### config.mk
export PLATFORM = sky130hd
export DESIGN_NAME = seg7_scan_decoder
export DESIGN_NICKNAME = d
export VERILOG_FILES = /design/src/rtl/seg7_scan_decoder.sv
export SDC_FILE = /design/constraint.sdc
export NUM_CORES = 1
export LEC_CHECK = 0
export BUFFER_PORTS_ARGS = -buffer_cell sky130_fd_sc_hd__buf_2
export CAP_MARGIN = 20
export CORE_ASPECT_RATIO = 1.2
export CORE_UTILIZATION = 56
export CTS_CLUSTER_SIZE = 10
export DETAILED_ROUTE_END_ITERATION = 6
export GPL_TIMING_DRIVEN = 1
export PLACE_DENSITY_LB_ADDON = 0.3
export SYNTH_ARGS = -nofsm -noshare
export SYNTH_HDL_FRONTEND = slang
export SYNTH_SLANG_ARGS = --single-unit
### constraint.sdc
create_clock -name clk -period 2.25 [get_ports clk]
set_clock_uncertainty 0.2 [all_clocks]
set_input_delay 0.5625 -clock clk [delete_from_list [all_inputs] [get_ports clk]]
set_output_delay 0.5625 -clock clk [all_outputs]
set_load 0.01 [all_outputs]
### src/rtl/seg7_scan_decoder.sv
// seg7_scan_decoder: watches a multiplexed active-low 7-segment bus and
// recovers per-digit hex values once each dwell has been stable long enough.
module seg7_scan_decoder #(
   parameter int NUM_DIGITS    = 4,
   parameter int STABLE_CYCLES = 4
) (
   input  logic                          clk,
   input  logic                          rst,
   input  logic [NUM_DIGITS-1:0]         an,
   input  logic [6:0]                    seg,
   output logic [4*NUM_DIGITS-1:0]       digits,
   output logic [NUM_DIGITS-1:0]         valid,
   output logic [NUM_DIGITS-1:0]         invalid,
   output logic                          update,
   output logic [$clog2(NUM_DIGITS)-1:0] update_idx,
   output logic                          frame_done
);

   localparam int         IW = $clog2(NUM_DIGITS);
   localparam logic [7:0] SC = 8'(STABLE_CYCLES);

   typedef enum logic [1:0] {
      IDLE,
      TRACK,
      HOLD
   } state_t;

   state_t                state, state_n;
   logic [7:0]            cnt, cnt_n;
   logic [NUM_DIGITS-1:0] s_an;
   logic [6:0]            s_seg;
   logic [NUM_DIGITS-1:0] seen, seen_set;
   logic [NUM_DIGITS-1:0] an_l;
   logic                  onehot, same, commit, full;
   logic [IW-1:0]         idx;
   logic [4:0]            dv;

   function automatic logic [4:0] dec7(input logic [6:0] s);
      logic [4:0] r;
      case (s)
         7'b1000000: r = 5'h10;
         7'b1111001: r = 5'h11;
         7'b0100100: r = 5'h12;
         7'b0110000: r = 5'h13;
         7'b0011001: r = 5'h14;
         7'b0010010: r = 5'h15;
         7'b0000010: r = 5'h16;
         7'b1111000: r = 5'h17;
         7'b0000000: r = 5'h18;
         7'b0010000: r = 5'h19;
         7'b0001000: r = 5'h1a;
         7'b0000011: r = 5'h1b;
         7'b1000110: r = 5'h1c;
         7'b0100001: r = 5'h1d;
         7'b0000110: r = 5'h1e;
         7'b0001110: r = 5'h1f;
         default:    r = 5'h00;
      endcase
      return r;
   endfunction

   assign an_l   = ~an;
   assign onehot = (an_l != '0) &&
                   ((an_l & (an_l - NUM_DIGITS'(1))) == '0);
   assign same   = (an == s_an) && (seg == s_seg);

   // The committed dwell is the one held in the sample registers.
   always_comb begin
      idx = '0;
      for (int i = 0; i < NUM_DIGITS; i++)
         if (!s_an[i]) idx = IW'(i);
   end

   assign dv       = dec7(s_seg);
   assign seen_set = seen | (NUM_DIGITS'(1) << idx);
   assign full     = &seen_set;

   always_comb begin
      state_n = state;
      cnt_n   = cnt;
      commit  = 1'b0;
      unique case (state)
         IDLE: begin
            if (onehot) begin
               state_n = TRACK;
               cnt_n   = 8'd1;
            end else begin
               cnt_n = 8'd0;
            end
         end
         TRACK: begin
            commit = (cnt == SC);
            if (same) begin
               if (cnt == SC) state_n = HOLD;
               else           cnt_n   = cnt + 8'd1;
            end else if (onehot) begin
               cnt_n = 8'd1;
            end else begin
               state_n = IDLE;
               cnt_n   = 8'd0;
            end
         end
         HOLD: begin
            if (!same) begin
               if (onehot) begin
                  state_n = TRACK;
                  cnt_n   = 8'd1;
               end else begin
                  state_n = IDLE;
                  cnt_n   = 8'd0;
               end
            end
         end
         default: begin
            state_n = IDLE;
            cnt_n   = 8'd0;
         end
      endcase
   end

   always_ff @(posedge clk) begin
      if (rst) begin
         state      <= IDLE;
         cnt        <= 8'd0;
         s_an       <= '1;
         s_seg      <= '1;
         seen       <= '0;
         digits     <= '0;
         valid      <= '0;
         invalid    <= '0;
         update     <= 1'b0;
         update_idx <= '0;
         frame_done <= 1'b0;
      end else begin
         state      <= state_n;
         cnt        <= cnt_n;
         s_an       <= an;
         s_seg      <= seg;
         update     <= commit;
         frame_done <= commit && full;
         if (commit) begin
            update_idx <= idx;
            seen       <= full ? '0 : seen_set;
            if (dv[4]) begin
               digits[4*int'(idx) +: 4] <= dv[3:0];
               valid[idx]               <= 1'b1;
               invalid[idx]             <= 1'b0;
            end else begin
               valid[idx]   <= 1'b0;
               invalid[idx] <= 1'b1;
            end
         end
      end
   end

endmodule

# ---- Word level (Yosys, flattened, before mapping)
# Cells that the tools add are included.
# W data, S select, Z words.
dict set report word_totals {
  reg_bits 53
  latchBits 0
  ram_bits 0
  rom_bits 0
  in_bits 13
  elab_cells 87
  memories 0
}
dict set report classes {
  addsub 3
  mul 0
  div 0
  order_cmp 2
  n_eq_ne 25
  shifts 3
  n_mux 23
  bitwise 8
  n_reduce_logical 12
}
# cell n
set ops {}
lappend ops {{$pmux W5 S16} 1}
lappend ops {{$neg A4 Y33} 1}
lappend ops {{$shift A4 B33 Y16 const A} 1}
lappend ops {{$shiftx A4 B33 Y16} 1}
lappend ops {{$eq A7 B7 Y1 const B} 4}
lappend ops {{$mux W8} 3}
lappend ops {{$pmux W8 S3} 1}
lappend ops {{$eq A7 B5 Y1 const B} 3}
lappend ops {{$eq A7 B6 Y1 const B} 3}
lappend ops {{$bwmux W16} 1}
lappend ops {{$eq A7 B2 Y1 const B} 2}
lappend ops {{$eq A7 B4 Y1 const B} 2}
lappend ops {{$mux W2} 7}
lappend ops {{$and A4 B4 Y4} 3}
lappend ops {{$mux W4} 3}
lappend ops {{$or A4 B4 Y4} 3}
lappend ops {{$ne A3 B3 Y1 const B} 3}
lappend ops {{$add A8 B1 Y8 const B} 1}
lappend ops {{$eq A8 B3 Y1 const B} 1}
lappend ops {{$not A4 Y4} 2}
lappend ops {{$reduce_and A4 Y1} 2}
lappend ops {{$eq A7 B3 Y1 const B} 1}
lappend ops {{$eq A7 B7 Y1} 1}
lappend ops {{$logic_not A7 Y1} 1}
lappend ops {{other kinds (16)} 25}

# ---- Logic depth before layout (Yosys ltp)
# Gate-level depths: netlist of the first run.
dict set report logic_depth {
  ltp_word 10
  ltp_mapped 8
  ltp_nobuf 6
}

# ---- Worst setup path before layout of the first run
# Ideal clock, no wire load.
dict set report synth_path {
  path_type {in2reg}
  start {in an[2]}
  end {reg cnt[4]}
  setup_time_ns 0.137
  arrival_ns 1.545
  required_time_ns 1.913
  path_slack_ns 0.368
  path_stages 5
  n_path_buf 0
  path_cell_list {xnor2_1 -> nand4_1 -> o41ai_2 -> or3_1 -> a21oi_1}
}
dict set report synth_between {
  elab_chain_len 4
}
# item line_no
set synth_lines {}
lappend synth_lines {{start, declared} 9} ;# input logic [NUM_DIGITS-1:0] an,
lappend synth_lines {{$eq A4 B4 Y1 (*)} 65} ;# assign same = (an == s_an) && (seg == s_seg);
lappend synth_lines {{$logic_and A1 B1 Y1 (*)} 65}
lappend synth_lines {{$mux W8, or another cell as far along} 93} ;# if (same) begin
lappend synth_lines {{$pmux W8 S3 or $reduce_and A2 Y1 (tied branches)} --}
lappend synth_lines {{end signal, assigned} 136} ;# cnt <= cnt_n;
lappend synth_lines {{end, declared} 29} ;# logic [7:0] cnt, cnt_n;
# Mark *: on every way between the ends. The rest lies on a longest branch, timed or not.
# A chain may end at the register's enable or synchronous reset.

==> metrics.txt, run 1 <==
CTS tree built; Synth Flop Type dfxtp_1; synth top area cells dfxtp_1, xnor2_1, mux2i_1; CTS sink cnt 53; Syn. warnings 0; WL final 5.754 mm; vias in the first global route 2132; DR WL/cell 14.35 µm; share of layout cells above drive strength 1 0.3003; Setup crit start kind flop; Worst Path Class, Setup flop to flop; Setup Viol. Count Final 0; syn_nets 311; min-delay src seg[0]; Leak 0.001300 µW; final hold violations 0; n_diodes 0; Slew Viols, Final 0; Syn Area/Cell 9.223 µm²; largest net degree at the start of global routing 19; Distinct cells, synth 65; setup slack, reg-to-reg 0.12 ns; drt drc 0; final std cells w/o fill 401; initial antenna violation count 0; R2R depth 6; drt pass-1 iters 4; status completed; area delta synth->final 14.67%; vias 2325; Hold WS 0.2557 ns; Worst Tran Pin Value 0.5207 ns; WP data required 2.27 ns; die height 78.49 µm; CP max FO 8; Nets 357; later-pin clock latency in the skew report 0.31 ns; number of synthesized flops with an enable pin 0; Port Buf Inserts 40; DP Cell Count 393; post-synth top area share 0.3886; worst r2r src cnt[4]; Hold Path Class primary input to flop; fill count 388; register area share after synthesis 0.3886; HPWL Detailed 4.337 mm; Max-Cap Viols 0; H-Tree Depth 2; Mapped Area 2730 µm²; DR iter-0 viols 100; Num CTS Buffers 5; Final Util 0.6764; worst hold path endpoint s_seg[0]; Final period util 0.9475; number of top-level pins 41; cells after synthesis 296; fmax 469.0 MHz; FP Rows 27; Slew headroom 0.6514; Antenna Violating Nets Remaining 0; GRT Residual Overflow 0; Total GRT Usage 0.2371; RSZ-0062 raised after global routing false; CTS root buffer clkbuf_8; placeable core region 4628 µm²; WHS Path Cells 2; routability cong. 0.8804; Worst setup EP type flop; Synth area leader dfxtp_1; Tmin final 2.132 ns; Synth async-reset ratio 0; first-pass GRT wire length 9.577 mm; worst vdd ir 488.8 µV; Clock Path Buffers 2; Worst Path Arrival 2.15 ns; cts hold-fix bufs 0; die area 5160 µm²; PwrDens 539.9 nW/µm²; Starting Density 0.5899; Reg clk slew, reported paths 0.11 ns; vias per cell 5.798; Yosys reg bits 53; chip width 65.74 µm
==> layer usage <==
layer | share of wire | track usage | vias up
met4 | 0.016 | 0.08478 | 0
met5 | 0 | 0 | -
li1 | - | - | 1170
met2 | 0.50 | 0.4143 | 40
met3 | 0.026 | 0.04360 | 10
met1 | 0.46 | 0.2827 | 1105
==> cell families (layout without fill, tap and decap cells) <==
logic type	after synthesis	after routing	share of synthesized area
and+or+nand+nor	119	119	0.2764
AOI/OAI and AO/OA	68	68	0.1833
DFF	53	53	0.3886
buffers and inverters	29	76	0.05683
xor gates and xnor gates	14	14	0.04491
muxes	11	11	0.04079
adders and majority gates	2	2	0.009164
==> through the flow <==
step           setup TNS [ns]  area (µm²)  power [µW]  worst slack (ns)
6_report                    0        3131        1690            0.1180
5_1_grt                     0        3131        1759           0.01538
4_1_cts                     0        3118        1703           0.01991
3_5_place_dp          -0.3796        3024        1144          -0.09924
3_3_place_gp          -0.3608        3024        1141          -0.07069
2_1_floorplan               0        2730        1101            0.3680
==> layout make-up <==
cell class / count / area [µm²] / area share
Timing Repair Buffer: 59 / 342.8 / 0.1095
Clock buffer: 5 / 68.82 / 0.02198
Inverter: 9 / 33.78 / 0.01079
Tap cell: 58 / 72.57 / 0.02318
Sequential cell: 53 / 1067 / 0.3409
Clock inverter: 3 / 25.02 / 0.007994
Multi-Input combinational cell: 214 / 1520 / 0.4856
==> cell usage after synthesis (4+ instances only) <==
master / number
a21oi_1: 15
a32o_1: 4
buf_2: 6
buf_4: 4
clkbuf_1: 5
dfxtp_1: 53
inv_1: 9
mux2i_1: 10
nand2_1: 20
nand3_1: 11
nand4_1: 8
nor2_1: 16
nor2b_1: 4
nor3_1: 9
nor4bb_1: 5
o211a_1: 5
o21ai_0: 13
o32ai_1: 5
or2_2: 12
or3_1: 5
xnor2_1: 12
==> power by group <==
part | internal [µW] | switching, µW
Sequential | 952 | 28.0
Combinational | 69.5 | 77.4
Clock | 228 | 336
Total | 1250 | 441
==> what timing repair did <==
item	4_1_cts	5_1_grt
setup endpoints to repair	0	18
setup buffers	0	0
gates resized for setup	0	7
==> cell usage in the layout (no fill, tap or decap), drive strengths merged, types with 11 or more instances in the layout <==
cell | synthesis | routed
or2 | 13 | 13
nor3 | 11 | 11
xnor2 | 12 | 12
a21oi | 17 | 17
dfxtp | 53 | 53
nand2 | 20 | 20
o21ai | 16 | 16
nand3 | 11 | 11
nor2 | 17 | 17
inv | 9 | 11
buf | 14 | 59
==> critical path: stages (launching register included) <==
cell and delay [ns]:
dfxtp_1 0.39, nor4_4 0.38, nand4_2 0.26, buf_4 0.25, nor3b_4 0.28, nand3_1 0.14
o211a_1 0.15
==> worst max-delay path by stage <==
stage / from / to / slack (ns)
6_report: cnt[4] / flop / 0.12
5_1_grt: cnt[4] / flop / 0.02
4_1_cts: s_seg[3] / digits[2] / 0.02
3_5_place_dp: an[2] / cnt[4] / -0.1
3_3_place_gp: an[2] / cnt[3] / -0.07
2_1_floorplan: an[2] / cnt[4] / 0.37
Note: power is estimated with default switching activity, not from simulation.
==> run 2: changes to the inputs <==
==> constraint.sdc (replaced) <==
create_clock -name clk -period 2.25 [get_ports clk]
set_clock_uncertainty 0.2 [all_clocks]
set_input_delay 0.3375 -clock clk [delete_from_list [all_inputs] [get_ports clk]]
set_output_delay 0.3375 -clock clk [all_outputs]
set_load 0.01 [all_outputs]
==> run 2 against run 1 <==
Non-clock buffer count down 1. Combinational power down 3%. Critical path depth up 1. Critical path type unchanged.
==> metrics.txt, run 2 (synthesized netlist as in run 1, its figures left out) <==
status completed; Max-Cap Viols 0; CTS root buffer clkbuf_8; WP buf/inv 2; WHS Path Cells 2; chip width 65.74 µm; worst r2r src cnt[4]; vias in the first global route 2129; DR iter-0 viols 145; Antenna Violating Nets Remaining 0; CP Cell Sequence nor4_4 -> buf_4 -> a41oi_2 -> nor4_2 -> buf_4 -> or4_1 -> a21oi_1; Post-CTS Resized 0; Tmin final 2.157 ns; Slew headroom 0.6317; final hold violations 0; HPWL Detailed 4.385 mm; cts hold-fix bufs 0; Port Buf Inserts 40; DR WL/cell 14.59 µm; Clock Path Buffers 2; fmax 463.6 MHz; WL final 5.835 mm; drt pass-1 iters 4; Post-CTS Setup Inserts 0; Setup crit start kind flop; Worst Path Arrival 2.21 ns; die height 78.49 µm; final std cells w/o fill 400; first-pass GRT wire length 9.818 mm; most common cell after layout, fill and taps aside dfxtp_1; initial antenna violation count 0; setup slack, reg-to-reg 0.09 ns; RSZ-0062 raised after global routing true; Hold Path Class primary input to flop; worst stage delay on the critical path 0.51 ns; worst vdd ir 407.7 µV; worst hold path endpoint s_seg[6]; die area 5160 µm²; Final Util 0.6737; GRT Residual Overflow 0; Starting Density 0.5899; Reg area 1066 µm²; Num CTS Buffers 5; most frequent CP cell buf_4; R2R depth 7; Total GRT Usage 0.2456; critical path's top delay family simple AND/OR/NAND/NOR gates; Leak 0.001291 µW; DP Cell Count 392; Worst setup EP type flop; power consumption 1692 µW; Worst Path Class, Setup flop to flop; area of the multi-input gates 1515 µm²; CP max FO 6; Final period util 0.9588; fill count 384; Slew Viols, Final 0; min-delay src seg[6]; WP data required 2.30 ns; later-pin clock latency in the skew report 0.31 ns; vias 2331; drt drc 0; Reg clk slew, reported paths 0.10 ns; number of top-level pins 41; CTS sink cnt 53; PwrDens 542.6 nW/µm²; Nets 356; RR Endpoint cnt[7]; Worst Tran Pin Value 0.5500 ns; CTS tree built; most frequent cells in the layout dfxtp_1, buf_2, nand2_1; FP Rows 27; largest net degree at the start of global routing 19; share of layout cells above drive strength 1 0.2953; n_diodes 0; Crit-path slowest cell or4_1; vias per cell 5.828; routability cong. 0.9016; Setup Viol. Count Final 0; H-Tree Depth 2; area delta synth->final 14.21%; placeable core region 4628 µm²
run 2: routing by layer:
metal,global-route usage,share of wire,wire length (µm)
met3,0.04070,0.043,250
met5,0,0,0
met1,0.3131,0.45,2603
met4,0.07826,0.011,66
met2,0.4143,0.50,2914
run 2: power by group:
part / leakage, µW / internal [µW] / switching (µW) / total (µW)
logic: 0.000819 / 66.8 / 76.2 / 143
clock network: 0.0000423 / 227 / 342 / 569
registers: 0.000429 / 952 / 28.7 / 980
total: 0.00129 / 1250 / 447 / 1690
run 2: worst register-to-register path, stage by stage, from the launching register on:
cell and delay [ns]:
dfxtp_1 0.46, nor4_4 0.09, buf_4 0.15, a41oi_2 0.31, nor4_2 0.07, buf_4 0.16, or4_1 0.51, a21oi_1 0.14
run 2: cell type report:
type                       instances  share of cell area
sequential                        53              0.3419
clock inverter                     3            0.008427
tap                               58             0.02327
timing repair buffer              58              0.1075
clock buffer                       5             0.02207
multi-input combinational        214              0.4860
inverter                           9             0.01083
run 2: worst max-delay path by stage:
stage	startpoint	endpoint	slack [ns]	cells past startpoint
floorplan	cnt[4]	digits[15]	0.40	6
global placement	s_seg[2]	digits[8]	0.15	5
detailed placement	s_seg[3]	digits[2]	0.09	5
CTS	s_seg[1]	digits[2]	0.08	5
global route	cnt[4]	digits[9]	-0.0003	6
finish	cnt[4]	cnt[7]	0.09	7
run 2: through the flow:
step,setup WS [ns],hold slack (ns),setup TNS (ns),area [µm²]
2_1_floorplan,0.3955,0.2441,0,2730
5_1_grt,-0.0002738,0.02630,-0.0002738,3118
3_5_place_dp,0.09420,0.2550,0,3017
3_3_place_gp,0.1489,0.2442,0,3017
6_report,0.09277,0.02701,0,3118
4_1_cts,0.07610,0.02347,0,3112
